## config.mk

```make
export PLATFORM = sky130hd
export DESIGN_NAME = axi4_lite_read_slave_responder
export DESIGN_NICKNAME = d
export VERILOG_FILES = /design/src/rtl/axi4_lite_read_slave_responder.sv
export SDC_FILE = /design/constraint.sdc
export NUM_CORES = 2
export LEC_CHECK = 0
export CORE_ASPECT_RATIO = 1.4
export CORE_UTILIZATION = 25
export CTS_CLUSTER_DIAMETER = 60
export DETAILED_ROUTE_END_ITERATION = 12
export SLEW_MARGIN = 20
export SYNTH_ARGS = -nofsm -noshare
export SYNTH_HDL_FRONTEND = slang
export SYNTH_SLANG_ARGS = --single-unit
```

## constraint.sdc

```tcl
create_clock -name aclk -period 5.5 [get_ports aclk]
set_input_delay 1.1 -clock aclk [delete_from_list [all_inputs] [get_ports aclk]]
set_output_delay 1.1 -clock aclk [all_outputs]
set_load 0.1 [all_outputs]
```

## src/rtl/axi4_lite_read_slave_responder.sv

```systemverilog
// axi4_lite_read_slave_responder: AXI4-Lite read slave with an in-order AR FIFO and backdoor-loaded word memory.
// Define AXI4LITE_READ_PROT_CHECK_EN to answer unprivileged reads (arprot[0]==0) with SLVERR.
module axi4_lite_read_slave_responder #(
  parameter int ADDRESS_WIDTH = 32,
  parameter int DATA_WIDTH = 32,
  parameter int OUTSTANDING_DEPTH = 10,
  parameter int MEM_DEPTH = 64,
  parameter logic [ADDRESS_WIDTH-1:0] MIN_ADDRESS = 'h01,
  parameter logic [ADDRESS_WIDTH-1:0] MAX_ADDRESS = 'hff,
  parameter int DELAY_WIDTH = 5
) (
  input  logic                                aclk,
  input  logic                                aresetn,
  input  logic [ADDRESS_WIDTH-1:0]            araddr,
  input  logic [2:0]                          arprot,
  input  logic                                arvalid,
  output logic                                arready,
  output logic [DATA_WIDTH-1:0]               rdata,
  output logic [1:0]                          rresp,
  output logic                                rvalid,
  input  logic                                rready,
  input  logic [DELAY_WIDTH-1:0]              rvalidDelay,
  input  logic                                memWrEn,
  input  logic [$clog2(MEM_DEPTH)-1:0]        memWrIdx,
  input  logic [DATA_WIDTH-1:0]               memWrData,
  output logic [$clog2(OUTSTANDING_DEPTH):0]  outstandingCount
);
  localparam int BL = $clog2(DATA_WIDTH / 8);
  localparam int IW = $clog2(MEM_DEPTH);
  localparam int PW = OUTSTANDING_DEPTH > 1 ? $clog2(OUTSTANDING_DEPTH) : 1;
  localparam int CW = $clog2(OUTSTANDING_DEPTH) + 1;
`ifdef AXI4LITE_READ_PROT_CHECK_EN
  localparam logic [2:0] PROT_REQ = 3'b001;
`else
  localparam logic [2:0] PROT_REQ = 3'b000;
`endif
  typedef enum logic [1:0] {IDLE, DELAY, VALID} state_t;
  state_t state, state_next;
  logic [ADDRESS_WIDTH-1:0] fifo_addr [OUTSTANDING_DEPTH];
  logic [2:0] fifo_prot [OUTSTANDING_DEPTH];
  logic fifo_err [OUTSTANDING_DEPTH];
  logic [DATA_WIDTH-1:0] mem [MEM_DEPTH];
  logic [PW-1:0] wr_ptr, rd_ptr;
  logic [CW-1:0] count;
  logic [DELAY_WIDTH-1:0] dly_cnt;
  logic [IW-1:0] head_idx;
  logic run, avail, push, pop, addr_err, head_err;
  assign addr_err = araddr < MIN_ADDRESS || araddr > MAX_ADDRESS || araddr[BL-1:0] != '0 ||
                    (araddr >> BL) >= ADDRESS_WIDTH'(MEM_DEPTH);
  assign arready = run && count != CW'(OUTSTANDING_DEPTH);
  assign push = arvalid && arready;
  assign pop = rvalid && rready;
  assign outstandingCount = count;
  assign head_idx = IW'(fifo_addr[rd_ptr] >> BL);
  assign head_err = fifo_err[rd_ptr] || (~fifo_prot[rd_ptr] & PROT_REQ) != 3'b000;
  // avail lags a push by one cycle so the FSM only sees entries that settled a full cycle earlier
  always_ff @(posedge aclk or negedge aresetn)
    if (!aresetn) begin
      run <= 1'b0;
      wr_ptr <= '0;
      rd_ptr <= '0;
      count <= '0;
      avail <= 1'b0;
    end else begin
      run <= 1'b1;
      if (push) wr_ptr <= wr_ptr == PW'(OUTSTANDING_DEPTH - 1) ? '0 : wr_ptr + PW'(1);
      if (pop) rd_ptr <= rd_ptr == PW'(OUTSTANDING_DEPTH - 1) ? '0 : rd_ptr + PW'(1);
      count <= count + CW'(push) - CW'(pop);
      avail <= count != CW'(pop);
    end
  always_ff @(posedge aclk)
    if (push) begin
      fifo_addr[wr_ptr] <= araddr;
      fifo_prot[wr_ptr] <= arprot;
      fifo_err[wr_ptr] <= addr_err;
    end
  always_ff @(posedge aclk)
    if (memWrEn) mem[memWrIdx] <= memWrData;
  always_ff @(posedge aclk or negedge aresetn)
    if (!aresetn) state <= IDLE;
    else state <= state_next;
  always_comb begin
    state_next = state;
    case (state)
      IDLE:    if (avail) state_next = rvalidDelay == '0 ? VALID : DELAY;
      DELAY:   if (dly_cnt == DELAY_WIDTH'(1)) state_next = VALID;
      VALID:   if (rready) state_next = IDLE;
      default: state_next = IDLE;
    endcase
  end
  always_comb rvalid = state == VALID;
  // response is captured on the VALID-entry edge, so a same-edge backdoor write is not seen
  always_ff @(posedge aclk or negedge aresetn)
    if (!aresetn) begin
      dly_cnt <= '0;
      rdata <= '0;
      rresp <= 2'b00;
    end else begin
      if (state == IDLE) dly_cnt <= rvalidDelay;
      else if (state == DELAY) dly_cnt <= dly_cnt - DELAY_WIDTH'(1);
      if (state != VALID && state_next == VALID) begin
        rdata <= head_err ? '0 : mem[head_idx];
        rresp <= head_err ? 2'b10 : 2'b00;
      end
    end
endmodule

```

==> impl_metrics.yaml <==
placed_design:
  io_buffers: 119
  gp_congestion: 0.795
  dp_slack_ns: 0.860
  place_area_sq_um: 93400
  dp.cells: 10400
  dp_hpwl_mm: 139
sta:
  worst_slew_pin_slew_ns: 1.21
  finalSetupViolCount: 0
  slew_headroom: 0.192
  rsz0062_at_grt: "no"
  setup_slack_ns: 0.896
  finalMaxSlewViolations: 0
  fin_crit_ns: 4.60
  hold_viol_final: 0
  finClkSkew_ns: 0.0609
  setup-tns-final_ns: 0
  fmax_mhz: 217
  finalCritPeriodShare: 0.837
power:
  ir_drop_v: 0.000744
  finalPower_w: 0.0558
  leakagePower_nw: 32.5
  powerDensity_nw_per_um2: 562
detailed_routing:
  antenna_left: 0
  drt-total-wl_mm: 238
  firstDrtPassIters: 8
  vias: 51800
  drt_iter0_drc: 4696
  wl_per_cell_microns: 22.1
  drc: 0
  avgViaCountPerCell: 4.80
yosys:
  async_flop_share: 0.0253
  synthesis.area_sq_um: 86300
  ys_top_cells_by_area: "edfxtp_1 (74%), nand2_1 (6.2%), mux2i_1 (4.6%), nand3_1 (4.5%), dfrtp_1 (1.6%)"
  yosysSeqAreaShare: 0.753
  synth_most_common_cell: "edfxtp_1"
  ys_types: 63
  synth_edf_count: 2118
  ys_ff_latch: 2173
  synth_top_area_cell: "edfxtp_1"
  syn_nets: 6166
  synth_cells: 6073
  ys_top_cells_by_count: "edfxtp_1 (2118), nand2_1 (1428), nand3_1 (770)"
  synth_flop_cell: "edfxtp_1"
  ys_warn_count: 0
  yosysTopAreaCellShare: 0.737
  syn_area_per_cell_sq_um: 14.2
finish:
  finalNonFillerCells: 10800
  layout-drive-gt1-share: 0.0927
  layout.nets: 6245
  finalInstanceArea_sq_um: 99200
  final.fill_count: 33900
  syn2layout_area_growth_pct: 15.0
clock_network:
  cts_max_level: 4
  clkLatencyLatePin_ns: 0.84
  cts_buffers: 187
  cts.clk_slew.worst_paths_ns: 0.07
  cts.path.max_buffers: 4
  ctsHoldBuffers: 0
  cts_tree: "yes"
  cts.sinks: 2173
  root_buffer: "clkbuf_16"
  cts_resized: 0
  postCtsSetupBuffers: 0
die:
  fp.dieArea_sq_um: 348000
  core_area_sq_um: 343000
  initial_core_util: 0.252
  ios: 124
  die_w_microns: 499
  rows: 254
  die_h_microns: 697
global_routing:
  grt_antenna_before_repair: 12
  grt_pass1_vias: 50700
  grt_overflow: 0
  grtUsageTotal: 0.132
  grt_pass1_wl_mm: 345
  grt_max_degree: 176
job:
  maxCapViolCount: 0
worst_setup_path:
  rrSetupSlack_ns: 0.90
  cpPeakStageDelay_ns: 0.63
  crit_chain: "buf_4 -> mux2_2 -> a222oi_1 -> a21oi_4 -> nor2_8 -> buf_4 -> nand3_1 -> a31oi_1 -> a32oi_1 -> a32o_1"
  critical-path-top-delay-family: "compound AO/OA/AOI/OAI gates"
  ff2ff_path_depth: 10
  crit_buf_inv: 2
  worstPathMaxFanout: 43
  r2r_end: "rdata[1]$_DFFE_PN0P_"
  required_ns: 6.23
  cp.arrival_ns: 5.34
  crit_type: "flip-flop to flip-flop"
  slowest_stage: "nor2_8"
  crit_top_cell: "buf_4"
  r2r-start: "rd_ptr[0]$_DFFE_PN0P_"
  startpoint_type: "flip-flop"
  endpoint_kind: "flip-flop"
run_status:
  status: "finished clean"
hold_path:
  holdCritPathClass: "primary input to asynchronous set/reset pin"
-- sequential cells by signal, summed over array words and instances, names as in the netlist --
| signal | count |
|---|---|
| fifo_addr | 60 |
| state | 2 |
| wr_ptr | 4 |
| rd_ptr | 4 |
| dly_cnt | 5 |
| rresp | 1 |
| mem | 2048 |
| outstandingCount | 5 |
| fifo_err | 10 |
| avail | 1 |
| run | 1 |
| rdata | 32 |
-- worst max-delay path by stage --
stage	startpoint	to	slack, ns	cells past startpoint
after floorplan	memWrIdx[4]	mem[32][0]$_DFFE_PP_	1.25	4
after global placement	rd_ptr[0]$_DFFE_PN0P_	rdata[1]$_DFFE_PN0P_	0.89	10
after detailed placement	rd_ptr[0]$_DFFE_PN0P_	rdata[1]$_DFFE_PN0P_	0.86	10
after CTS	rd_ptr[0]$_DFFE_PN0P_	rdata[1]$_DFFE_PN0P_	0.86	10
after global routing	rd_ptr[0]$_DFFE_PN0P_	rdata[5]$_DFFE_PN0P_	0.67	10
final	rd_ptr[0]$_DFFE_PN0P_	rdata[1]$_DFFE_PN0P_	0.90	10
-- cell families after synthesis --
family	after synthesis	share of synthesized area
simple gates	2476	0.125
flops	2173	0.753
compound gates	505	0.0442
buf+inv	482	0.0258
mux	416	0.0498
fa+ha+maj	10	0.00154
xor+xnor	9	0.000914
other cells	2	0.0000870
-- through the flow --
| stage | util | hold slack, ns |
|---|---|---|
| after floorplan | - | 0.475 |
| after global placement | 0.272 | 0.497 |
| after detailed placement | 0.273 | 0.492 |
| after CTS | 0.289 | 0.238 |
| after global routing | 0.290 | 0.273 |
| final | 0.290 | 0.268 |
-- metal layers --
metal | up-vias | GRT usage | share of wire
met4 | 2 | 0.0520 | 0.039
met1 | 26500 | 0.157 | 0.38
met2 | 1857 | 0.242 | 0.52
li1 | 22900 | - | -
met5 | - | 0 | 0.000046
met3 | 461 | 0.0137 | 0.054
-- cells in the final DEF (no fill, tap or decap), drive strengths merged, types with 44 or more instances in the layout --
| cell type | Yosys | layout |
|---|---|---|
| edfxtp | 2118 | 2118 |
| nand2 | 1428 | 1428 |
| nand3 | 770 | 770 |
| mux2i | 396 | 396 |
| clkbuf | 180 | 230 |
| buf | 226 | 215 |
| nand4 | 124 | 124 |
| a211oi | 121 | 121 |
| a31oi | 98 | 98 |
| nor2 | 98 | 98 |
| o2111ai | 95 | 95 |
| clkdlybuf4s50 | 0 | 81 |
| inv | 76 | 80 |
| clkinv | 0 | 66 |
| a32oi | 64 | 64 |
| dfrtp | 55 | 55 |
| o21ai | 44 | 44 |
-- where the power goes --
group          internal [W]  switching (W)
registers            0.0185       0.000359
logic               0.00707         0.0170
clock network       0.00699        0.00585
-- layout make-up --
| cell class | instances | area (sq um) | area share |
|---|---|---|---|
| multi-input cells | 3418 | 19700 | 0.198 |
| diodes | 12 | 30.0 | 0.000303 |
| well taps | 4480 | 5610 | 0.0565 |
| flip-flops and latches | 2173 | 65000 | 0.655 |
| inverters | 76 | 285 | 0.00288 |
| clock inverters | 95 | 828 | 0.00835 |
| clock buffers | 230 | 4940 | 0.0498 |
| repair buffers | 296 | 2870 | 0.0289 |
(Power assumes the default switching activity.)
